`src/rtl/decimal_entry_if.sv`:
```
// Decimal entry command/result bundle between the keypad front end and the accumulator.
// Latency: none, wires only.
// Backpressure: ready low means digit_valid and backspace are dropped, not held.
// Signals: digit/digit_valid/backspace/clear are commands into the accumulator;
// value/count/ready/err are its results. master = keypad side, slave = accumulator.
interface decimal_entry_if #(
    parameter int WIDTH = 20
);
    logic [3:0]       digit;
    logic             digit_valid;
    logic             backspace;
    logic             clear;
    logic [WIDTH-1:0] value;
    logic [2:0]       count;
    logic             ready;
    logic             err;

    modport master (
        output digit, digit_valid, backspace, clear,
        input  value, count, ready, err
    );

    modport slave (
        input  digit, digit_valid, backspace, clear,
        output value, count, ready, err
    );
endinterface

```
`src/rtl/decimal_entry.sv`:
```
// Decimal digit-entry accumulator: BCD digits MSB first build a binary value; backspace divides by 10.
// Latency: append 1 cycle; backspace WIDTH cycles of sequential restoring divide.
// Backpressure: ready low during the divide; digit_valid/backspace dropped then, clear always honoured.
// Ports: clk, reset (synchronous, active high); bus (slave) carries digit, digit_valid,
// backspace, clear in and value, count, ready, err out.
module decimal_entry #(
    parameter int WIDTH      = 20,
    parameter int MAX_DIGITS = 6
) (
    input  logic            clk,
    input  logic            reset,
    decimal_entry_if.slave  bus
);
    localparam int CW = (WIDTH > 1) ? $clog2(WIDTH) : 1;
    localparam logic [CW-1:0] LAST = CW'(WIDTH - 1);

    typedef enum logic {
        IDLE = 1'b0,
        DIV  = 1'b1
    } state_t;

    state_t           state, state_n;
    logic [WIDTH-1:0] value, value_n;
    logic [2:0]       count, count_n;
    logic             err, err_n;

    // Divider working registers: dvd shifts the dividend out MSB first,
    // quot collects quotient bits, rem is the partial remainder (always < 10).
    logic [WIDTH-1:0] dvd, dvd_n;
    logic [WIDTH-1:0] quot, quot_n;
    logic [3:0]       rem, rem_n;
    logic [CW-1:0]    cnt, cnt_n;

    logic [4:0]       rem_sh;
    logic             ge;
    logic [WIDTH-1:0] quot_sh;
    logic [WIDTH-1:0] appended;

    always_comb begin
        // One restoring step: bring down the next dividend bit and subtract 10 if it fits.
        // The 4-bit subtraction is exact because the result is always below 10.
        rem_sh  = {rem, dvd[WIDTH-1]};
        ge      = (rem_sh >= 5'd10);
        quot_sh = {quot[WIDTH-2:0], ge};
        // value*10 + digit without a multiplier
        appended = (value << 3) + (value << 1) + {{(WIDTH-4){1'b0}}, bus.digit};
    end

    always_comb begin
        state_n = state;
        value_n = value;
        count_n = count;
        err_n   = 1'b0;
        dvd_n   = dvd;
        quot_n  = quot;
        rem_n   = rem;
        cnt_n   = cnt;

        if (bus.clear) begin
            state_n = IDLE;
            value_n = '0;
            count_n = '0;
        end else begin
            case (state)
                IDLE: begin
                    if (bus.backspace) begin
                        // Backspace on an empty entry is silently ignored.
                        if (count != 3'd0) begin
                            state_n = DIV;
                            dvd_n   = value;
                            quot_n  = '0;
                            rem_n   = '0;
                            cnt_n   = '0;
                        end
                    end else if (bus.digit_valid) begin
                        if ((bus.digit > 4'd9) || (count == 3'(MAX_DIGITS))) begin
                            err_n = 1'b1;
                        end else begin
                            value_n = appended;
                            // Leading zeros add nothing and are not counted.
                            if (!((count == 3'd0) && (bus.digit == 4'd0)))
                                count_n = count + 3'd1;
                        end
                    end
                end
                DIV: begin
                    rem_n  = ge ? (rem_sh[3:0] - 4'd10) : rem_sh[3:0];
                    quot_n = quot_sh;
                    dvd_n  = {dvd[WIDTH-2:0], 1'b0};
                    cnt_n  = cnt + CW'(1);
                    if (cnt == LAST) begin
                        value_n = quot_sh;
                        count_n = count - 3'd1;
                        state_n = IDLE;
                    end
                end
                default: state_n = IDLE;
            endcase
        end
    end

    always_ff @(posedge clk) begin
        if (reset) begin
            state <= IDLE;
            value <= '0;
            count <= '0;
            err   <= 1'b0;
            dvd   <= '0;
            quot  <= '0;
            rem   <= '0;
            cnt   <= '0;
        end else begin
            state <= state_n;
            value <= value_n;
            count <= count_n;
            err   <= err_n;
            dvd   <= dvd_n;
            quot  <= quot_n;
            rem   <= rem_n;
            cnt   <= cnt_n;
        end
    end

    assign bus.value = value;
    assign bus.count = count;
    assign bus.ready = (state == IDLE);
    assign bus.err   = err;
endmodule

```
`src/flat_wrapper.sv`:
```
// flat-port wrapper written by rule: the top's interface ports become plain ports
module decimal_entry_flat 
#(
    parameter int WIDTH      = 20,
    parameter int MAX_DIGITS = 6
)
  (clk, reset, bus_digit, bus_digit_valid, bus_backspace, bus_clear, bus_value, bus_count, bus_ready, bus_err);
  decimal_entry_if #(.WIDTH(WIDTH)) bus_i ();
  input  logic clk;
  input  logic reset;
  input wire logic [$bits(bus_i.digit)-1:0] bus_digit;
  input wire logic [$bits(bus_i.digit_valid)-1:0] bus_digit_valid;
  input wire logic [$bits(bus_i.backspace)-1:0] bus_backspace;
  input wire logic [$bits(bus_i.clear)-1:0] bus_clear;
  output wire logic [$bits(bus_i.value)-1:0] bus_value;
  output wire logic [$bits(bus_i.count)-1:0] bus_count;
  output wire logic [$bits(bus_i.ready)-1:0] bus_ready;
  output wire logic [$bits(bus_i.err)-1:0] bus_err;
  assign bus_i.digit = bus_digit;
  assign bus_i.digit_valid = bus_digit_valid;
  assign bus_i.backspace = bus_backspace;
  assign bus_i.clear = bus_clear;
  assign bus_value = bus_i.value;
  assign bus_count = bus_i.count;
  assign bus_ready = bus_i.ready;
  assign bus_err = bus_i.err;
  decimal_entry #(.WIDTH(WIDTH), .MAX_DIGITS(MAX_DIGITS)) u_core (.clk(clk), .reset(reset), .bus(bus_i));
endmodule
```
`config.mk`:
```
export PLATFORM = sky130hd
export DESIGN_NAME = decimal_entry_flat
export DESIGN_NICKNAME = d
export VERILOG_FILES = /design/src/rtl/decimal_entry_if.sv /design/src/rtl/decimal_entry.sv /design/src/flat_wrapper.sv
export SDC_FILE = /design/constraint.sdc
export NUM_CORES = 1
export LEC_CHECK = 0
export ABC_AREA = 1
export BUFFER_PORTS_ARGS = -buffer_cell sky130_fd_sc_hd__buf_2
export CAP_MARGIN = 5
export CORE_MARGIN = 8
export CORE_UTILIZATION = 45
export DETAILED_ROUTE_END_ITERATION = 10
export GPL_TIMING_DRIVEN = 0
export PLACE_DENSITY = 0.65
export SETUP_SLACK_MARGIN = 0.05
export SLEW_MARGIN = 20
export SYNTH_ARGS = -nofsm -noshare
export SYNTH_HDL_FRONTEND = slang
export SYNTH_SLANG_ARGS = --single-unit
export TNS_END_PERCENT = 100
```
`constraint.sdc`:
```
create_clock -name clk -period 2.4 [get_ports clk]
set_clock_uncertainty 0.2 [all_clocks]
set_input_delay 0.24 -clock clk [delete_from_list [all_inputs] [get_ports clk]]
set_output_delay 0.24 -clock clk [all_outputs]
set_load 0.05 [all_outputs]
```
; ---- Yosys cells after proc, flatten, opt, wreduce, memory -nomap -nowiden
; Cells that the tools add are included.
[word_totals]
regBits = 73
input_bits = 9
out_inout_bits = 25
elab_cells = 67
[classes]
addsub = 6
order_cmp = 2
n_eq_ne = 9
mux = 29
n_bitwise = 3
reduce_logical = 10
[op_table]
columns = operator, count
row1 = 20-bit two-way mux, 6
row2 = 20-bit one-hot mux with 2 select lines, 2
row3 = 19-bit two-way mux, 2
row4 = 19-bit one-hot mux with 2 select lines, 1
row5 = 20-bit adder, 1
row6 = 20-bit by 4-bit adder with 20-bit output, 1
row7 = 3-bit two-way mux, 5
row8 = 4-bit two-way mux, 3
row9 = 2-bit inequality test (second input constant), 6
row10 = 5-bit two-way mux, 2
row11 = 5-bit one-hot mux with 2 select lines, 1
row12 = 4-bit one-hot mux with 2 select lines, 1
row13 = 3-bit one-hot mux with 2 select lines, 1
row14 = 5-bit by 1-bit adder with 5-bit output (second input constant), 1
row15 = 5-bit equality test (second input constant), 1
row16 = 5-bit by 4-bit >= comparator with 1-bit output (second input constant), 1
row17 = 5-bit AND reduction, 1
row18 = 5-bit OR reduction, 1
row19 = 4-bit > comparator (second input constant), 1
row20 = 4-bit zero test, 1
row21 = 1-bit two-way mux, 4
row22 = 4-bit AND reduction, 1
row23 = 4-bit subtractor (second input constant), 1
row24 = 3-bit by 1-bit adder with 3-bit output (second input constant), 1
row25 = other kinds (11), 13

; ---- Longest topological paths before layout
; Gate-level depths: netlist of run 1.
[logic_depth]
depth_word = 7
depth_mapped = 16
ltp_nobuf = 16

; ---- Worst setup path before layout of run 1
; No wires, ideal clock.
[synth_timing]
path_type = register to register
from = reg u_core.value[0] (netlist: u_core.bus.value[0])
to = reg u_core.value[16] (netlist: u_core.bus.value[16])
setup_ps = 121
arrival_time_ps = 2611
setup_slack_ps = -532
path_stages_with_launch = 14
path_buffers = 0
synth_period_minus_slack_ps = 2932
path_cell_list = dfxtp_1 inv_1 fa_1 fa_1 inv_1 nand2_1 o21ai_1 inv_1 o21ai_1 nand2_1 nand2_1 nand2_1 nand3_1 a21oi_1
[synth_via]
elab_chain_len = 6
[synth_rtl]
columns = element, line
row1 = start: declaration, decimal_entry.sv:23  ; logic [WIDTH-1:0] value, value_n;
row2 = start signal: assignment, decimal_entry.sv:114  ; value <= value_n;
row3 = 20-bit adder, decimal_entry.sv:46  ; appended = (value << 3) + (value << 1) + {{(WIDTH-4){1'b0}}, bus.digit};
row4 = 20-bit by 4-bit adder with 20-bit output, decimal_entry.sv:46
row5 = 20-bit two-way mux, decimal_entry.sv:76  ; if ((bus.digit > 4'd9) || (count == 3'(MAX_DIGITS))) begin
row6 = 20-bit two-way mux, decimal_entry.sv:75  ; end else if (bus.digit_valid) begin
row7 = 20-bit two-way mux, decimal_entry.sv:66  ; if (bus.backspace) begin
row8 = 20-bit one-hot mux with 2 select lines, decimal_entry.sv:64  ; case (state)
; Every way passes these cells. The select of a mux whose other input is x is not followed.
; A chain may end at the register's enable or synchronous reset.

; ---- Final worst setup path of run 1
[layout_timing]
from = reg u_core.value[2] (netlist: u_core.bus.value[2])
to = reg u_core.value[8] (netlist: u_core.bus.value[8])
; Same word-level chain as after synthesis.

==> impl_results.rst, run 1 <==
.. list-table::
   :header-rows: 1

   * - Metric
     - Value
   * - Result of the run
     - complete, but fails checks
   * - Violated checks
     - negative setup slack
   * - Worst min-delay path class
     - in2reg
   * - Area growth, synth to finish
     - 19.5%
   * - Final worst setup slack
     - -99.0 ps
   * - Global-route wire length before repair
     - 19900 um
   * - Total overflow reported by the global router
     - 0
   * - Worst-Skew Late Latency
     - 350 ps
   * - Ratio of cells with drive above 1 in the final layout
     - 23.2%
   * - Pin count of the biggest net entering global routing
     - 12
   * - Maximum resistive drop on vdd
     - 0.402 mV
   * - Worst path slowest cell
     - sky130_fd_sc_hd__fa_2
   * - Buffers and inverters on the worst path
     - 4
   * - Site row count
     - 35
   * - DP Cell Count
     - 767
   * - Detailed-route wire length per cell
     - 15.9 um
   * - Overall power of the completed layout
     - 0.00245 W
   * - Initial DRT Pass Iterations
     - 4
   * - Number of hold-slack violations in the final timing report
     - 0
   * - Setup Slack @ Placement
     - -234 ps
   * - Total of endpoints with negative setup slack in the final report
     - 6
   * - Required arrival time at the worst endpoint
     - 2470 ps
   * - Share of synthesized area occupied by flip-flops and latches
     - 34.1%
   * - CTS tree
     - yes
   * - Final clock period utilization by the worst path
     - 104%
   * - Clock tree sinks
     - 73
   * - Max Cap Violations
     - 0
   * - DP HPWL
     - 9300 um
   * - Crit-path leading delay family
     - adder cells
   * - Crit-path max FO
     - 3
   * - Hold buffer count at cts
     - 0
   * - TritonCTS buffer count
     - 9
   * - Total wire length
     - 12600 um
   * - Setup repair after global routing missed its margin
     - true
   * - Number of nets in the layout
     - 707
   * - Number of synthesized flops with an enable pin
     - 0
   * - H-tree level count
     - 3
   * - Boundary Pins
     - 34
   * - Routed length on met3
     - 587 um
   * - P per Cell Area
     - 477 nW/um2
   * - Fraction of synthesis flops using an asynchronous set or reset pin
     - 0%
   * - Number of global-route vias before repair
     - 3998
   * - Synth Flop Type
     - sky130_fd_sc_hd__dfxtp_1
   * - Final cell count without fillers
     - 793
   * - Crit path largest cell delay
     - 470 ps
   * - Synthesized Nets
     - 653
   * - Synthesized netlist cell count
     - 605
   * - Die X
     - 114 um
   * - Per-instance average area after synthesis
     - 7.09 um2
   * - Worst Path Class, Setup
     - reg2reg
   * - Crit-path cells
     - inv_4 -> fa_2 -> fa_2 -> inv_2 -> nand2_2 -> o21ai_2 -> inv_1 -> o21ai_2 -> buf_4 -> or2_4 -> nand3_2 -> a21oi_2
   * - Input/output buffers
     - 33
   * - Chip Height
     - 114 um
   * - Fin. max-slew vios
     - 0
   * - DRC Markers
     - 0
   * - Post-route worst hold slack
     - 19.4 ps
   * - Std-Cell Core Area
     - 9240 um2
   * - LEAKAGE
     - 2.24 nW
   * - Post-CTS clock slew at the launch and capture registers of the worst setup and hold paths
     - 80 ps
   * - Max Used Layer
     - met4
   * - Total track usage
     - 19.4%
   * - Starting density of the core
     - 46.4%
   * - Number of synthesized register bits
     - 73
   * - Initial drt markers
     - 235
   * - Floorplan die area
     - 12900 um2
   * - Total of warnings raised by yosys
     - 0
   * - Critical path arrival
     - 2570 ps
   * - Number of vias in the routed layout
     - 4243
   * - Dominant cells by area after synthesis
     - sky130_fd_sc_hd__dfxtp_1 34%, sky130_fd_sc_hd__nand2_1 15%, sky130_fd_sc_hd__ha_1 11%, sky130_fd_sc_hd__nand3_1 5.5%, sky130_fd_sc_hd__o21ai_0 5.1%
   * - Number of antenna violations at the first check in global routing
     - 0
   * - Final min period
     - 2500 ps
   * - Max-slew headroom
     - 53.0%
   * - Sum of negative setup slack
     - -350 ps
   * - Setup crit end kind
     - register
   * - Antenna Violating Nets Remaining
     - 0
   * - Cell at the root of the clock tree
     - sky130_fd_sc_hd__clkbuf_8
   * - Mean number of vias per cell
     - 5.35
   * - Top cell type's share of synthesized area
     - 34.1%
   * - Library cell with the largest summed area after synthesis
     - sky130_fd_sc_hd__dfxtp_1
   * - Slew @ Worst Pin
     - 706 ps
   * - Detailed-route wire length on metal 1
     - 5820 um
   * - Critical Path Start Type
     - register
   * - Max Clock Freq
     - 0.400 GHz
   * - Met2 routed WL
     - 6000 um
   * - Max Buffers Root-to-Sink
     - 2
   * - Yosys cell types
     - 35
   * - Antenna diode instance count
     - 0
   * - Mapped Area
     - 4290 um2
   * - Weighted congestion reported at the end of routability-driven placement
     - 0.816
area by class of cell:
cell class | instances | area (um2)
timing repair buffer | 43 | 244
clock inverter | 2 | 10.0
clock buffer | 14 | 183
tap | 129 | 161
inverter | 53 | 204
multi-input combinational | 454 | 2680
buffer | 25 | 159
fill | 912 | 4110
sequential | 73 | 1480
timing repair:
item / 4_1_cts / 5_1_grt
setup endpoints to repair: 13 / 17
pin swaps: 16 / 28
resized for setup: 16 / 40
setup buffers: 7 / 3
worst reg2reg max path, stage by stage (launching register included):
cell and delay [ps]:
sky130_fd_sc_hd__dfxtp_4 360, sky130_fd_sc_hd__inv_4 50, sky130_fd_sc_hd__fa_2 470, sky130_fd_sc_hd__fa_2 400, sky130_fd_sc_hd__inv_2 70, sky130_fd_sc_hd__nand2_2 50
sky130_fd_sc_hd__o21ai_2 170, sky130_fd_sc_hd__inv_1 70, sky130_fd_sc_hd__o21ai_2 150, sky130_fd_sc_hd__buf_4 140, sky130_fd_sc_hd__or2_4 100, sky130_fd_sc_hd__nand3_2 60
sky130_fd_sc_hd__a21oi_2 150
layout by cell type (no fill, tap or decap), types with 13 or more instances in the layout:
cell type	synthesis	final
sky130_fd_sc_hd__buf_2	3	36
sky130_fd_sc_hd__buf_4	4	13
sky130_fd_sc_hd__dfxtp_1	73	61
sky130_fd_sc_hd__nand2_2	3	13
sky130_fd_sc_hd__nand2_1	167	155
sky130_fd_sc_hd__nor2_1	39	36
sky130_fd_sc_hd__nand3_1	47	35
sky130_fd_sc_hd__inv_1	48	43
sky130_fd_sc_hd__o21ai_0	44	43
sky130_fd_sc_hd__a21oi_2	6	13
sky130_fd_sc_hd__ha_1	36	31
sky130_fd_sc_hd__clkbuf_8	0	13
sky130_fd_sc_hd__a21oi_1	41	34
sky130_fd_sc_hd__a31oi_1	26	26
worst paths after layout:
kind	from	endpoint	slack (ps)	depth (start not counted)
max reg2reg	u_core.bus.value[2]$_SDFFE_PP0P_	u_core.bus.value[8]$_SDFFE_PP0P_	-100	12
min	bus_digit_valid	u_core.bus.err$_SDFF_PP0_	20	5
min reg2reg	u_core.quot[8]$_SDFFE_PP0P_	u_core.quot[8]$_SDFFE_PP0P_	280	2
max	u_core.bus.value[2]$_SDFFE_PP0P_	u_core.bus.value[8]$_SDFFE_PP0P_	-100	12
registers in the layout (all words and copies together), names as in the netlist:
| signal | cells |
|---|---|
| u_core.bus.value | 20 |
| u_core.dvd | 20 |
| u_core.quot | 19 |
| u_core.cnt | 5 |
| u_core.rem | 4 |
| u_core.bus.count | 3 |
| u_core.bus.err | 1 |
| u_core.state | 1 |
layer usage:
metal,global-route usage (%),vias to the layer above
met3,3.80,16
li1,-,2130
met1,25.1,2001
met5,0,-
met2,32.4,96
met4,4.80,0
cell families (layout without fill, tap and decap cells):
family / after synthesis / after routing / share of synthesized area [%]
xor gates and xnor gates: 6 / 6 / 1.23
AOI/OAI and AO/OA: 128 / 128 / 16.7
buffers and inverters: 78 / 137 / 8.37
and+or+nand+nor: 281 / 281 / 27.8
DFF: 73 / 73 / 34.1
adders and majority gates: 39 / 39 / 11.9
synth_stat cells, types with 3 or more instances:
cell                         n
sky130_fd_sc_hd__xor2_1      6
sky130_fd_sc_hd__nor3_1      7
sky130_fd_sc_hd__nor2_1     39
sky130_fd_sc_hd__nand3_1    47
sky130_fd_sc_hd__o21ai_0    44
sky130_fd_sc_hd__a21oi_2     6
sky130_fd_sc_hd__buf_2       3
sky130_fd_sc_hd__buf_4       4
sky130_fd_sc_hd__dfxtp_1    73
sky130_fd_sc_hd__inv_1      48
sky130_fd_sc_hd__a31oi_1    26
sky130_fd_sc_hd__o21bai_1    4
sky130_fd_sc_hd__buf_1       3
sky130_fd_sc_hd__fa_1        3
sky130_fd_sc_hd__inv_2       3
sky130_fd_sc_hd__ha_1       36
sky130_fd_sc_hd__nand2_2     3
sky130_fd_sc_hd__or2_2       4
sky130_fd_sc_hd__buf_6       6
sky130_fd_sc_hd__a21oi_1    41
sky130_fd_sc_hd__o21ai_1     4
sky130_fd_sc_hd__nand3b_1    5
sky130_fd_sc_hd__clkbuf_1    9
sky130_fd_sc_hd__nand2_1   167
stage by stage:
step	util [%]	instance area, um2
floorplan	-	4320
global placement	50.3	4650
detailed placement	50.3	4650
CTS	53.8	4970
global route	55.5	5130
finish	55.5	5130
report_power, final:
part           switching, W  internal, W
Sequential        0.0000169      0.00122
Combinational      0.000184    0.0000888
Clock              0.000451     0.000486
Total              0.000652      0.00179
Power figures use the tool's default switching activity.
==> run 2, diff against run 1 <==
Settings changed: SETUP_SLACK_MARGIN 0.05 to 0.4.
==> run 2 against run 1 <==
The run still ends with negative setup slack left. First-iteration DRC count up 61%. Sequential power about the same. Design area grew 0.24%. Wire length fell by 5.0%. Global-route usage shrank 0.48 points. Non-clock buffer count rose by 3. Sequential share of layout area up 0.29 points. Worst setup slack gained 7.7 ps. Critical path depth grew 1. Largest cell class unchanged.
==> impl_results.rst, run 2 (synthesis results as in run 1) <==
.. list-table::
   :header-rows: 1

   * - Metric
     - Value
   * - Commonest non-fill, non-tap cell in the layout
     - sky130_fd_sc_hd__nand2_1
   * - Total wire length
     - 12000 um
   * - Overall power of the completed layout
     - 0.00254 W
   * - Highest-count cells in the layout ignoring fill and taps
     - 159 x sky130_fd_sc_hd__nand2_1, 58 x sky130_fd_sc_hd__dfxtp_1, 44 x sky130_fd_sc_hd__inv_1, 43 x sky130_fd_sc_hd__o21ai_0
   * - Initial DRT Pass Iterations
     - 5
   * - Floorplan die area
     - 12900 um2
   * - Max Cap Violations
     - 0
   * - Worst path most repeated cell
     - sky130_fd_sc_hd__inv_2
   * - Worst-Skew Late Latency
     - 340 ps
   * - Crit-path cells
     - ha_1 -> ha_2 -> inv_2 -> fa_2 -> inv_2 -> nand2_2 -> o21ai_4 -> inv_1 -> o21ai_2 -> nand2_1 -> nand3_1 -> nand3_2 -> a21oi_2
   * - Area growth, synth to finish
     - 19.8%
   * - Result of the run
     - complete, but fails checks
   * - Fin. max-slew vios
     - 0
   * - Post-CTS clock slew at the launch and capture registers of the worst setup and hold paths
     - 80 ps
   * - Instance area after placement
     - 4680 um2
   * - Required arrival time at the worst endpoint
     - 2480 ps
   * - Slew @ Worst Pin
     - 740 ps
   * - Crit path largest cell delay
     - 400 ps
   * - Total track usage
     - 19.0%
   * - Site row count
     - 35
   * - Max-slew headroom
     - 50.7%
   * - Global-route wire length before repair
     - 19600 um
   * - Number of hold-slack violations in the final timing report
     - 0
   * - Maximum resistive drop on vdd
     - 0.267 mV
   * - Critical Path Start Type
     - register
   * - Boundary Pins
     - 34
   * - Worst min-delay path class
     - in2reg
   * - Pin count of the biggest net entering global routing
     - 12
   * - Number of nets in the layout
     - 710
   * - Violated checks
     - negative setup slack
   * - Starting density of the core
     - 46.4%
   * - Setup crit end kind
     - register
   * - Initial drt markers
     - 378
   * - Number of global-route vias before repair
     - 4096
   * - DRC Markers
     - 0
   * - Worst path slowest cell
     - sky130_fd_sc_hd__fa_2
   * - Post-route standard cell area excluding fillers
     - 5140 um2
   * - Chip Height
     - 114 um
   * - Final clock period utilization by the worst path
     - 104%
   * - Weighted congestion reported at the end of routability-driven placement
     - 0.826
   * - H-tree level count
     - 3
   * - P per Cell Area
     - 494 nW/um2
   * - TritonCTS buffer count
     - 9
   * - Number of vias in the routed layout
     - 4278
   * - Crit-path max FO
     - 3
   * - Std-Cell Core Area
     - 9240 um2
   * - Antenna diode instance count
     - 0
   * - Total of endpoints with negative setup slack in the final report
     - 7
   * - Total overflow reported by the global router
     - 0
   * - Cell at the root of the clock tree
     - sky130_fd_sc_hd__clkbuf_8
   * - Die X
     - 114 um
   * - Number of antenna violations at the first check in global routing
     - 0
   * - Mean number of vias per cell
     - 5.37
   * - Max Buffers Root-to-Sink
     - 2
   * - Clock tree sinks
     - 73
   * - Ratio of cells with drive above 1 in the final layout
     - 21.3%
   * - Detailed-route wire length per cell
     - 15.0 um
   * - Final min period
     - 2490 ps
   * - CTS tree
     - yes
   * - DP HPWL
     - 9120 um
   * - Setup repair after global routing missed its margin
     - true
   * - Antenna Violating Nets Remaining
     - 0
   * - Max Clock Freq
     - 0.401 GHz
   * - Input/output buffers
     - 33
   * - Worst Path Class, Setup
     - reg2reg
   * - Hold buffer count at cts
     - 0
   * - Critical path arrival
     - 2570 ps
   * - LEAKAGE
     - 2.24 nW
   * - Registers with the most flip-flops
     - u_core.bus.value: 20 flops, u_core.dvd: 20 flops, u_core.quot: 19 flops
   * - Final worst setup slack
     - -91.3 ps
[run 2: cell types whose count changed in the layout (fill, tap and decap cells not counted), moves of 3 or more]
| cell | change |
|---|---|
| sky130_fd_sc_hd__dfxtp_1 | -3 |
| sky130_fd_sc_hd__nand2_1 | +4 |
| sky130_fd_sc_hd__nand3_2 | -4 |
| sky130_fd_sc_hd__dfxtp_2 | -3 |
| sky130_fd_sc_hd__nand3_1 | +3 |
| sky130_fd_sc_hd__a21oi_1 | +3 |
| sky130_fd_sc_hd__a21oi_2 | -3 |
| sky130_fd_sc_hd__buf_4 | +4 |
| sky130_fd_sc_hd__clkbuf_8 | -3 |
| sky130_fd_sc_hd__dfxtp_4 | +6 |
[run 2: worst paths after layout]
check / from / end / slack (ps) / cells past startpoint
max: u_core.bus.value[1]$_SDFFE_PP0P_ / u_core.bus.value[16]$_SDFFE_PP0P_ / -90 / 13
min: bus_digit_valid / u_core.bus.err$_SDFF_PP0_ / 20 / 5
max reg2reg: u_core.bus.value[1]$_SDFFE_PP0P_ / u_core.bus.value[16]$_SDFFE_PP0P_ / -90 / 13
min reg2reg: u_core.quot[8]$_SDFFE_PP0P_ / u_core.quot[8]$_SDFFE_PP0P_ / 270 / 2
[run 2: metrics by stage]
stage	setup TNS, ps	setup WS [ps]	utilization [%]	instances	hold slack [ps]
detailed placement	-1380	-290	50.6	767	261
finish	-316	-91.3	55.6	796	19.1
global placement	-1180	-298	50.6	767	252
CTS	-409	-115	54.4	792	12.7
global route	-1710	-176	55.6	796	27.3
floorplan	-32.7	-17.9	-	605	216
[run 2: routing by layer]
layer / up-vias / global-route usage, % / wire length (um)
met5: - / 0 / 0
met4: 0 / 5.42 / 135
met3: 10 / 4.33 / 666
met2: 128 / 31.0 / 5510
met1: 2001 / 24.4 / 5640
li1: 2139 / - / -
[run 2: area by class of cell]
class / instances / area [um2]
clock buffer: 13 / 149
clock inverter: 3 / 63.8
multi-input combinational: 454 / 2630
tap: 129 / 161
sequential: 73 / 1500
timing repair buffer: 46 / 267
inverter: 53 / 201
fill: 889 / 4100
buffer: 25 / 161
[run 2: critical path: cells and delay by family (launching register included)]
kind	cells	cell delay [ps]
AOI/OAI and AO/OA	3	440
DFF	1	350
and+or+nand+nor	4	360
adders and majority gates	3	870
buffers and inverters	3	200
[run 2: power breakdown]
group | switching, W | leakage [nW] | internal [W]
Clock | 0.000432 | 0.105 | 0.000613
Combinational | 0.000176 | 1.53 | 0.0000837
Sequential | 0.0000170 | 0.599 | 0.00121
Total | 0.000625 | 2.24 | 0.00191
[run 2: timing repair]
| action | 4_1_cts | 5_1_grt |
|---|---|---|
| gates resized for setup | 19 | 18 |
| pin swaps | 25 | 17 |
| endpoints found under the setup margin | 17 | 18 |
| buffers inserted | 9 | 4 |
==> run 3, diff against run 2 <==
Settings changed: ABC_AREA 1 to 0.
Clock period 2.4 ns to 2.1 ns, I/O delays scaled along.
==> run 3 against run 2 <==
The run still ends with negative setup slack left. Sequential share of layout area down 3.9 points. Sequential power up 15%. First-iteration DRC count down 38%. Power up 10%. Area after synthesis down 2.7%. Hold slack better by 54 ps. Highest routed layer unchanged. Largest power group unchanged. Worst setup slack worse by 620 ps. Maximum frequency down 12%. Non-clock buffer count up 34. Via count down 3.6%.
==> impl_results.rst, run 3 <==
.. list-table::
   :header-rows: 1

   * - Metric
     - Value
   * - Mean number of vias per cell
     - 6.05
   * - Number of synthesized flops with an enable pin
     - 0
   * - Die X
     - 112 um
   * - Input/output buffers
     - 32
   * - Yosys cell types
     - 54
   * - Final worst setup slack
     - -716 ps
   * - Total overflow reported by the global router
     - 0
   * - Final clock period utilization by the worst path
     - 134%
   * - Total wire length
     - 13900 um
   * - Slew @ Worst Pin
     - 965 ps
   * - Crit-path max FO
     - 4
   * - Setup crit end kind
     - register
   * - Total of warnings raised by yosys
     - 0
   * - Max Clock Freq
     - 0.355 GHz
   * - Mapped Area
     - 4170 um2
   * - Maximum resistive drop on vdd
     - 0.254 mV
   * - Initial drt markers
     - 233
   * - Synthesized netlist cell count
     - 471
   * - Fraction of synthesis flops using an asynchronous set or reset pin
     - 0%
   * - Final min period
     - 2820 ps
   * - Clock tree sinks
     - 73
   * - Total of endpoints with negative setup slack in the final report
     - 17
   * - Library cell with the largest summed area after synthesis
     - sky130_fd_sc_hd__dfxtp_1
   * - Std-Cell Core Area
     - 9110 um2
   * - Instance area after placement
     - 4600 um2
   * - Area growth, synth to finish
     - 44.0%
   * - Number of nets in the layout
     - 614
   * - Critical path arrival
     - 2870 ps
   * - Pin count of the biggest net entering global routing
     - 12
   * - Chip Height
     - 112 um
   * - Commonest non-fill, non-tap cell in the layout
     - sky130_fd_sc_hd__dfxtp_1
   * - Sum of negative setup slack
     - -7910 ps
   * - Antenna Violating Nets Remaining
     - 0
   * - Max Cap Violations
     - 0
   * - Global-route wire length before repair
     - 20200 um
   * - Top cell type's share of synthesized area
     - 35.0%
   * - Antenna diode instance count
     - 0
   * - Detailed-route wire length per cell
     - 20.4 um
   * - Post-route standard cell area excluding fillers
     - 6010 um2
   * - Worst-Skew Late Latency
     - 350 ps
   * - Synth Flop Type
     - sky130_fd_sc_hd__dfxtp_1
   * - Most common cell in the netlist
     - sky130_fd_sc_hd__dfxtp_1
   * - Per-instance average area after synthesis
     - 8.86 um2
   * - Total track usage
     - 19.9%
   * - Required arrival time at the worst endpoint
     - 2150 ps
   * - Worst min-delay path class
     - in2reg
   * - Max Buffers Root-to-Sink
     - 2
   * - Number of global-route vias before repair
     - 3849
   * - Share of synthesized area occupied by flip-flops and latches
     - 35.0%
   * - Number of vias in the routed layout
     - 4123
   * - Result of the run
     - complete, but fails checks
   * - Setup repair after global routing missed its margin
     - true
   * - Max-slew headroom
     - 35.6%
   * - Registers with the most flip-flops
     - u_core.bus.value: 20 flops, u_core.dvd: 20 flops, u_core.quot: 19 flops
   * - P per Cell Area
     - 466 nW/um2
   * - LEAKAGE
     - 2.40 nW
   * - Cell at the root of the clock tree
     - sky130_fd_sc_hd__clkbuf_8
   * - Worst Path Class, Setup
     - reg2reg
   * - Ratio of cells with drive above 1 in the final layout
     - 46.4%
   * - DP HPWL
     - 8620 um
   * - Highest-count cells in the layout ignoring fill and taps
     - 52 x sky130_fd_sc_hd__dfxtp_1, 36 x sky130_fd_sc_hd__buf_2, 32 x sky130_fd_sc_hd__nor2_1, 29 x sky130_fd_sc_hd__nand2_1, 29 x sky130_fd_sc_hd__ha_1
   * - Dominant cells by area after synthesis
     - sky130_fd_sc_hd__dfxtp_1 35%, sky130_fd_sc_hd__ha_1 11%, sky130_fd_sc_hd__mux2i_1 5.8%, sky130_fd_sc_hd__nor2_1 5.1%, sky130_fd_sc_hd__a211oi_1 4.7%
   * - Post-CTS clock slew at the launch and capture registers of the worst setup and hold paths
     - 80 ps
   * - Starting density of the core
     - 45.8%
   * - Post-route worst hold slack
     - 72.7 ps
   * - Most numerous cell types in the synthesized netlist
     - 73 x sky130_fd_sc_hd__dfxtp_1, 57 x sky130_fd_sc_hd__nor2_1, 37 x sky130_fd_sc_hd__a21oi_1, 37 x sky130_fd_sc_hd__nand2_1, 36 x sky130_fd_sc_hd__ha_1
   * - CTS tree
     - yes
   * - DRC Markers
     - 0
   * - TritonCTS buffer count
     - 9
   * - Critical Path Start Type
     - register
   * - Number of synthesized register bits
     - 73
   * - Floorplan die area
     - 12600 um2
   * - Site row count
     - 35
   * - Number of hold-slack violations in the final timing report
     - 0
   * - Weighted congestion reported at the end of routability-driven placement
     - 0.809
   * - Initial DRT Pass Iterations
     - 5
   * - Fin. max-slew vios
     - 0
   * - Number of antenna violations at the first check in global routing
     - 0
   * - H-tree level count
     - 3
   * - Boundary Pins
     - 34
   * - Synthesized Nets
     - 519
   * - Violated checks
     - negative setup slack
==> run 3: changes by cell type after synthesis, sizes merged, moves of 24 or more <==
cell / before / now
nand3: 47 / 10
mux2i: 0 / 24
o21ai: 48 / 19
a31oi: 26 / 1
a211oi: 1 / 28
inv: 52 / 13
nand2: 171 / 37
==> run 3: logic make-up after synthesis <==
group | Yosys count | synth area share (%)
compound gates | 135 | 22.3
xor+xnor | 18 | 3.78
fa+ha+maj | 39 | 12.2
buf+inv | 36 | 3.90
flops | 73 | 35.0
mux | 25 | 6.12
simple gates | 145 | 16.6
==> run 3: power breakdown <==
part / internal, W / switching, W
Combinational: 0.000157 / 0.000229
Clock: 0.000498 / 0.000507
Sequential: 0.00139 / 0.0000225
==> run 3: path summary, 6_finish.rpt <==
| path | from | end | slack, ps | cells past startpoint |
|---|---|---|---|---|
| hold / removal | reset | u_core.cnt[4]$_SDFFE_PP0P_ | 70 | 3 |
| setup / recovery | u_core.bus.value[0]$_SDFFE_PP0P_ | u_core.bus.value[19]$_SDFFE_PP0P_ | -720 | 10 |
| setup reg to reg | u_core.bus.value[0]$_SDFFE_PP0P_ | u_core.bus.value[19]$_SDFFE_PP0P_ | -720 | 10 |
| hold reg to reg | u_core.dvd[0]$_SDFFE_PP0P_ | u_core.dvd[0]$_SDFFE_PP0P_ | 280 | 2 |
==> run 3: metrics by stage <==
step                      instances  utilization, %  total power (W)  setup slack, ps
after floorplan                 471               -          0.00161             -563
after global placement          614            50.5          0.00168             -632
after detailed placement        614            50.5          0.00169             -686
after CTS                       661            58.9          0.00273             -654
after global routing            682            65.9          0.00289             -805
final                           682            65.9          0.00280             -716
==> run 3: layer usage <==
layer / track usage (%) / vias up / wire length (um)
met2: 33.6 / 163 / 6900
met4: 5.13 / 0 / 334
met5: 0 / - / 0
met1: 24.9 / 2004 / 5720
li1: - / 1919 / -
met3: 4.56 / 37 / 938
==> run 3: repair_timing <==
action	CTS	global route
pin swaps	42	47
cloned	8	0
buffers inserted	22	21
endpoints found under the hold margin	1	0
hold buffers	1	0
setup endpoints to repair	64	72
resized for setup	95	107
==> run 3: cell type report <==
| type | instances | area [um2] |
|---|---|---|
| fillers | 689 | 3100 |
| plain buffers | 23 | 223 |
| well taps | 111 | 139 |
| flip-flops and latches | 73 | 1520 |
| repair buffers | 82 | 674 |
| inverters | 13 | 56.3 |
| clock buffers | 16 | 170 |
| multi-input cells | 364 | 3220 |
==> run 3: worst max-delay path, stage by stage (launching register included) <==
cell                      delay (ps)
sky130_fd_sc_hd__dfxtp_4         360
sky130_fd_sc_hd__inv_2            40
sky130_fd_sc_hd__fa_1            550
sky130_fd_sc_hd__inv_2            60
sky130_fd_sc_hd__ha_4            250
sky130_fd_sc_hd__a21o_1          140
sky130_fd_sc_hd__nand4_1         230
sky130_fd_sc_hd__a211o_1         400
sky130_fd_sc_hd__a21oi_2         200
sky130_fd_sc_hd__nand3_1         110
sky130_fd_sc_hd__and3b_1         180
